### src/rtl/board_ram_arbiter.sv
// ---------------------------------------------------------------------------
// board_ram_arbiter
//
// Shares the single-port board-state RAM (one word per minesweeper cell)
// between the VGA cell-fetch path and the game-logic engine. A clear
// sequencer zeroes the whole board after reset and whenever a new game is
// started. While clearing, both client ports are stalled.
//
// Optional feature (compile-time macro): BRAM_ARB_STARVE_GUARD_EN
//   Defined     : a wait counter tracks how long a game request has been
//                 blocked by VGA traffic. Once it reaches MAX_WAIT, the next
//                 slot goes to the game port even if VGA is requesting.
//   Not defined : strict VGA priority; the game port may starve.
//
// Ports
//   clk          in   system clock, rising edge
//   reset        in   asynchronous, active-low reset
//   clear_start  in   pulse: restart the board clear from address 0
//   busy         out  high while the clear sweep is writing the RAM
//   vga_req      in   VGA cell-read request
//   vga_addr     in   VGA cell address
//   vga_gnt      out  VGA request accepted (same cycle as mem_* carry it)
//   vga_rvalid   out  vga_rdata valid, 2 cycles after vga_gnt
//   vga_rdata    out  VGA read data
//   gl_req       in   game request, held until gl_gnt
//   gl_we        in   1 = write gl_wdata, 0 = read
//   gl_addr      in   game cell address
//   gl_wdata     in   game write data
//   gl_gnt       out  game request accepted
//   gl_rvalid    out  gl_rdata valid, 2 cycles after gl_gnt (reads only)
//   gl_rdata     out  game read data
//   mem_addr     out  RAM address (registered)
//   mem_we       out  RAM write enable (registered)
//   mem_wdata    out  RAM write data (registered)
//   mem_rdata    in   RAM read data, valid 1 cycle after mem_addr
// ---------------------------------------------------------------------------
module board_ram_arbiter #(
    parameter int DEPTH    = 256,
    parameter int ADDR_W   = 8,
    parameter int CELL_W   = 4,
    parameter int MAX_WAIT = 8
) (
    input  logic              clk,
    input  logic              reset,
    input  logic              clear_start,
    output logic              busy,
    input  logic              vga_req,
    input  logic [ADDR_W-1:0] vga_addr,
    output logic              vga_gnt,
    output logic              vga_rvalid,
    output logic [CELL_W-1:0] vga_rdata,
    input  logic              gl_req,
    input  logic              gl_we,
    input  logic [ADDR_W-1:0] gl_addr,
    input  logic [CELL_W-1:0] gl_wdata,
    output logic              gl_gnt,
    output logic              gl_rvalid,
    output logic [CELL_W-1:0] gl_rdata,
    output logic [ADDR_W-1:0] mem_addr,
    output logic              mem_we,
    output logic [CELL_W-1:0] mem_wdata,
    input  logic [CELL_W-1:0] mem_rdata
);

    typedef enum logic {
        CLEAR,
        RUN
    } state_t;

    localparam logic [ADDR_W-1:0] LAST_ADDR = ADDR_W'(DEPTH - 1);

    state_t            state;
    logic [ADDR_W-1:0] clr_addr;
    logic [ADDR_W-1:0] clr_cur;
    logic              clr_go;
    logic              vga_sel;
    logic              gl_sel;
    logic              starved;
    logic              vga_vld_p2;
    logic              gl_vld_p1;
    logic              gl_vld_p2;

    // A clear_start pulse overrides everything and restarts the sweep at 0,
    // whether we are running or already part-way through a clear.
    assign clr_go  = clear_start || (state == CLEAR);
    assign clr_cur = clear_start ? '0 : clr_addr;

`ifdef BRAM_ARB_STARVE_GUARD_EN
    localparam int WAIT_W = (MAX_WAIT < 1) ? 1 : $clog2(MAX_WAIT + 1);

    logic [WAIT_W-1:0] wait_cnt;

    assign starved = (wait_cnt >= WAIT_W'(MAX_WAIT));

    // Counts edges at which a pending game request lost to VGA. Saturates at
    // MAX_WAIT so the forced slot is taken on the very next opportunity.
    always_ff @(posedge clk or negedge reset) begin
        if (!reset) begin
            wait_cnt <= '0;
        end else if (clr_go || !gl_req || gl_sel) begin
            wait_cnt <= '0;
        end else if (!starved) begin
            wait_cnt <= wait_cnt + 1'b1;
        end
    end
`else
    // MAX_WAIT is only meaningful with the guard; a non-negative bound never
    // forces a game slot here, so VGA keeps strict priority.
    assign starved = (MAX_WAIT < 0);
`endif

    // Arbitration decision consumed at the next edge. A starved game request
    // takes the slot away from VGA for exactly one cycle.
    always_comb begin
        vga_sel = 1'b0;
        gl_sel  = 1'b0;
        if (!clr_go) begin
            if (gl_req && (starved || !vga_req)) begin
                gl_sel = 1'b1;
            end else if (vga_req) begin
                vga_sel = 1'b1;
            end
        end
    end

    // ---- stage p1: clear sweep / granted request registered onto mem_* ----
    always_ff @(posedge clk or negedge reset) begin
        if (!reset) begin
            state     <= CLEAR;
            clr_addr  <= '0;
            busy      <= 1'b0;
            vga_gnt   <= 1'b0;
            gl_gnt    <= 1'b0;
            mem_addr  <= '0;
            mem_we    <= 1'b0;
            mem_wdata <= '0;
        end else begin
            vga_gnt <= vga_sel;
            gl_gnt  <= gl_sel;
            if (clr_go) begin
                busy      <= 1'b1;
                mem_addr  <= clr_cur;
                mem_we    <= 1'b1;
                mem_wdata <= '0;
                clr_addr  <= clr_cur + 1'b1;
                state     <= (clr_cur == LAST_ADDR) ? RUN : CLEAR;
            end else begin
                busy  <= 1'b0;
                state <= RUN;
                if (vga_sel) begin
                    mem_addr  <= vga_addr;
                    mem_we    <= 1'b0;
                    mem_wdata <= '0;
                end else if (gl_sel) begin
                    mem_addr  <= gl_addr;
                    mem_we    <= gl_we;
                    mem_wdata <= gl_wdata;
                end else begin
                    mem_we <= 1'b0;
                end
            end
        end
    end

    // ---- stage p2: RAM is producing data for the reads issued in p1 ----
    // ---- stage p3: read data captured and presented with rvalid ----
    // In-flight reads keep flowing through these stages regardless of the
    // clear sequencer, so a read granted just before a clear still returns.
    always_ff @(posedge clk or negedge reset) begin
        if (!reset) begin
            gl_vld_p1  <= 1'b0;
            vga_vld_p2 <= 1'b0;
            gl_vld_p2  <= 1'b0;
            vga_rvalid <= 1'b0;
            gl_rvalid  <= 1'b0;
            vga_rdata  <= '0;
            gl_rdata   <= '0;
        end else begin
            gl_vld_p1  <= gl_sel && !gl_we;
            vga_vld_p2 <= vga_gnt;
            gl_vld_p2  <= gl_vld_p1;
            vga_rvalid <= vga_vld_p2;
            gl_rvalid  <= gl_vld_p2;
            if (vga_vld_p2) begin
                vga_rdata <= mem_rdata;
            end
            if (gl_vld_p2) begin
                gl_rdata <= mem_rdata;
            end
        end
    end

endmodule

### config.mk
export PLATFORM = sky130hd
export DESIGN_NAME = board_ram_arbiter
export DESIGN_NICKNAME = d
export VERILOG_FILES = /design/src/rtl/board_ram_arbiter.sv
export SDC_FILE = /design/constraint.sdc
export NUM_CORES = 1
export LEC_CHECK = 0
export CORE_MARGIN = 2
export CORE_UTILIZATION = 34
export DETAILED_ROUTE_END_ITERATION = 12
export MAX_ROUTING_LAYER = met4
export PLACE_DENSITY_LB_ADDON = 0.08
export SLEW_MARGIN = 20
export SYNTH_ARGS = -nofsm -noshare
export SYNTH_HDL_FRONTEND = slang
export SYNTH_SLANG_ARGS = --single-unit
### constraint.sdc
create_clock -name clk -period 1.6 [get_ports clk]
set_input_delay 0.32 -clock clk [delete_from_list [all_inputs] [get_ports clk]]
set_output_delay 0.32 -clock clk [all_outputs]
set_load 0.1 [all_outputs]
==> impl_metrics.json <==
{
  "portBuffers": 55,
  "ys.warnings.count": 0,
  "grt_overflow": 0,
  "comb_power_share_pct": 13.7,
  "htree_levels": 2,
  "timing.final.crit_share_pct": 92.9,
  "cp_max_fo": 6,
  "cts.clk_slew.worst_paths_ns": 0.07,
  "synth_ff_type": "dfrtp_1",
  "synth_nets": 179,
  "synthDistinctLibCells": 34,
  "timing.final.hold_violations": 0,
  "seq_power_share_pct": 51.8,
  "slew_violations": 0,
  "core_mm2": 0.00482,
  "clock-sinks": 38,
  "power.internal_w": 0.00146,
  "clock_skew_ns": 0.00460,
  "synth_cells": 148,
  "final_cells": 286,
  "drc": 0,
  "worst_pin_slew_ns": 0.325,
  "irDropWorstVdd_uv": 471,
  "grt_pass1_wl_um": 6980,
  "finalSetupViolCount": 0,
  "wl_per_cell_um": 14.6,
  "final_common_cell": "dfrtp_1",
  "hp-class": "flop to flop",
  "worst-setup-path-type": "flop to flop",
  "drt_iter0_markers": 70,
  "place_congestion": 0.968,
  "p_total_w": 0.00193,
  "place_hpwl_um": 3130,
  "placed_cells": 277,
  "cp.required_ns": 1.77,
  "p_sw_share_pct": 24.3,
  "die_y_um": 75.3,
  "layout_common_cells": "dfrtp_1 (37), clkdlybuf4s50_1 (27), buf_12 (27)",
  "antenna_left": 0,
  "die_x_um": 75.3,
  "area_delta_synth_final_pct": 62.6,
  "crit_arrival_ns": 1.66,
  "ys_seq_area_share_pct": 55.0,
  "netlist_area_mm2": 0.00173,
  "cts_root_buf": "clkbuf_8",
  "grt_max_degree": 39,
  "switchingPower_w": 0.000470,
  "syn_area_per_cell_um2": 11.7,
  "start_util_pct": 35.9,
  "fin_setup_tns_ns": 0,
  "synth-seq-cells": 38,
  "layout.nets": 249,
  "grt_util_all_layers_pct": 17.1,
  "cap_violations": 0,
  "n_antenna_cell": 0,
  "endpoint_kind": "flop",
  "status": "complete, no violations",
  "power_density_mw_per_mm2": 688,
  "cts_buffers": 5,
  "synth-edff-count": 0,
  "clockBufferDepth": 2,
  "route.vias.total": 1393,
  "antenna_found_initial": 0,
  "clock_latency_ns": 0.28,
  "pin_count": 56,
  "dieArea_mm2": 0.00567,
  "wirelength_um": 4180,
  "drt-pass1-iter-count": 4,
  "clock_power_share_pct": 34.6,
  "first_global_vias": 1432,
  "max_slew_margin_pct": 78.3,
  "max_freq_mhz": 673,
  "via_per_inst": 4.87,
  "async_reset_ff_share_pct": 100,
  "start_kind": "flop",
  "cts_tree": "done",
  "rsz0062_at_grt": "false",
  "rows": 25,
  "period_needed_ns": 1.49,
  "power_leakage_nw": 1.34,
  "drive_gt1_share_pct": 29.2
}
final cells by class:
class                           count  area [um^2]
Multi-Input combinational cell     98          721
Clock buffer                        7         86.3
Tap cell                           67         83.8
Clock inverter                      1         5.00
Fill cell                         435         2010
Timing Repair Buffer               72          951
Inverter                            3         11.3
Sequential cell                    38          952
synthesized netlist by cell type (all sizes together) (2+ instances only):
cell type  count  share of area [%]
a21oi          9                2.6
a2bb2oi        7                3.5
and3b          7                3.5
buf            4                1.5
clkbuf         5                1.1
dfrtp         38                 55
inv            3               0.65
mux2          10                6.5
mux2i          5                2.9
nand2          7                1.5
nand2b         3                1.5
nand3b         2                1.6
nor2           9                2.0
nor2b         10                3.6
nor3           2               0.58
o21ai         11                3.2
xor2           2                1.0
registers in the layout (all words and copies together), names as in the netlist:
register    count
gl_rdata        4
vga_rvalid      1
gl_rvalid       1
vga_rdata       4
mem_wdata       4
vga_gnt         1
vga_vld_p2      1
gl_vld_p2       1
clr_addr        8
gl_vld_p1       1
mem_addr        8
mem_we          1
state           1
gl_gnt          1
busy            1
worst max-delay path: stages, from the launching register on:
cell      delay [ns]
dfrtp_1         0.40
nand2b_1        0.25
nor4_1          0.35
mux2_2          0.37
power groups by stage:
stage          registers, W  clock network, W  logic (W)
3_3_place_gp        0.00102                 0   0.000262
4_1_cts            0.000999          0.000699   0.000268
6_report            0.00100          0.000668   0.000264
3_5_place_dp        0.00102                 0   0.000265
2_1_floorplan       0.00106                 0  0.0000631
5_1_grt             0.00100          0.000744   0.000284
stage by stage:
step           hold WS [ns]  util, %  instance area (um^2)  worst slack [ns]
2_1_floorplan        0.0244        -                  1730             0.230
3_3_place_gp          0.303     56.2                  2710            -0.221
3_5_place_dp          0.304     56.2                  2710            -0.258
4_1_cts               0.353     58.3                  2810            0.0516
5_1_grt               0.364     58.3                  2810            0.0492
6_report              0.354     58.3                  2810             0.113
repair_timing:
item                                   CTS  global route
gates resized for setup                  0             2
endpoints found under the hold margin   30             0
buffers inserted                         0             0
setup endpoints to repair                0             7
hold buffers                             1             0
final timing paths:
| check | start | end | slack (ns) | depth (start not counted) |
|---|---|---|---|---|
| hold reg to reg | gl_vld_p1 | gl_vld_p2 | 0.35 | 0 |
| setup reg to reg | state | clr_addr[7] | 0.11 | 3 |
| hold / removal | gl_vld_p1 | gl_vld_p2 | 0.35 | 0 |
| min in group asynchronous | reset | gl_rvalid | 0.52 | 3 |
| max in group asynchronous | reset | clr_addr[0] | 0.86 | 3 |
| setup / recovery | state | clr_addr[7] | 0.11 | 3 |
kinds of logic after synthesis:
group,synth area share (%)
compound gates,12.4
buf+inv,3.26
mux,9.41
fa+ha+maj,0.724
flops,55.0
xor+xnor,1.01
simple gates,18.2
metal layers:
| metal | global-route usage (%) | vias to the layer above | routed length, um | share of wire, % |
|---|---|---|---|---|
| met1 | 21.5 | 688 | 1910 | 46 |
| li1 | - | 666 | - | - |
| met5 | - | - | 0 | 0 |
| met3 | 3.97 | 5 | 178 | 4.3 |
| met4 | 5.26 | 0 | 57 | 1.4 |
| met2 | 27.6 | 34 | 2030 | 49 |
Note: power is estimated with default switching activity, not from simulation.
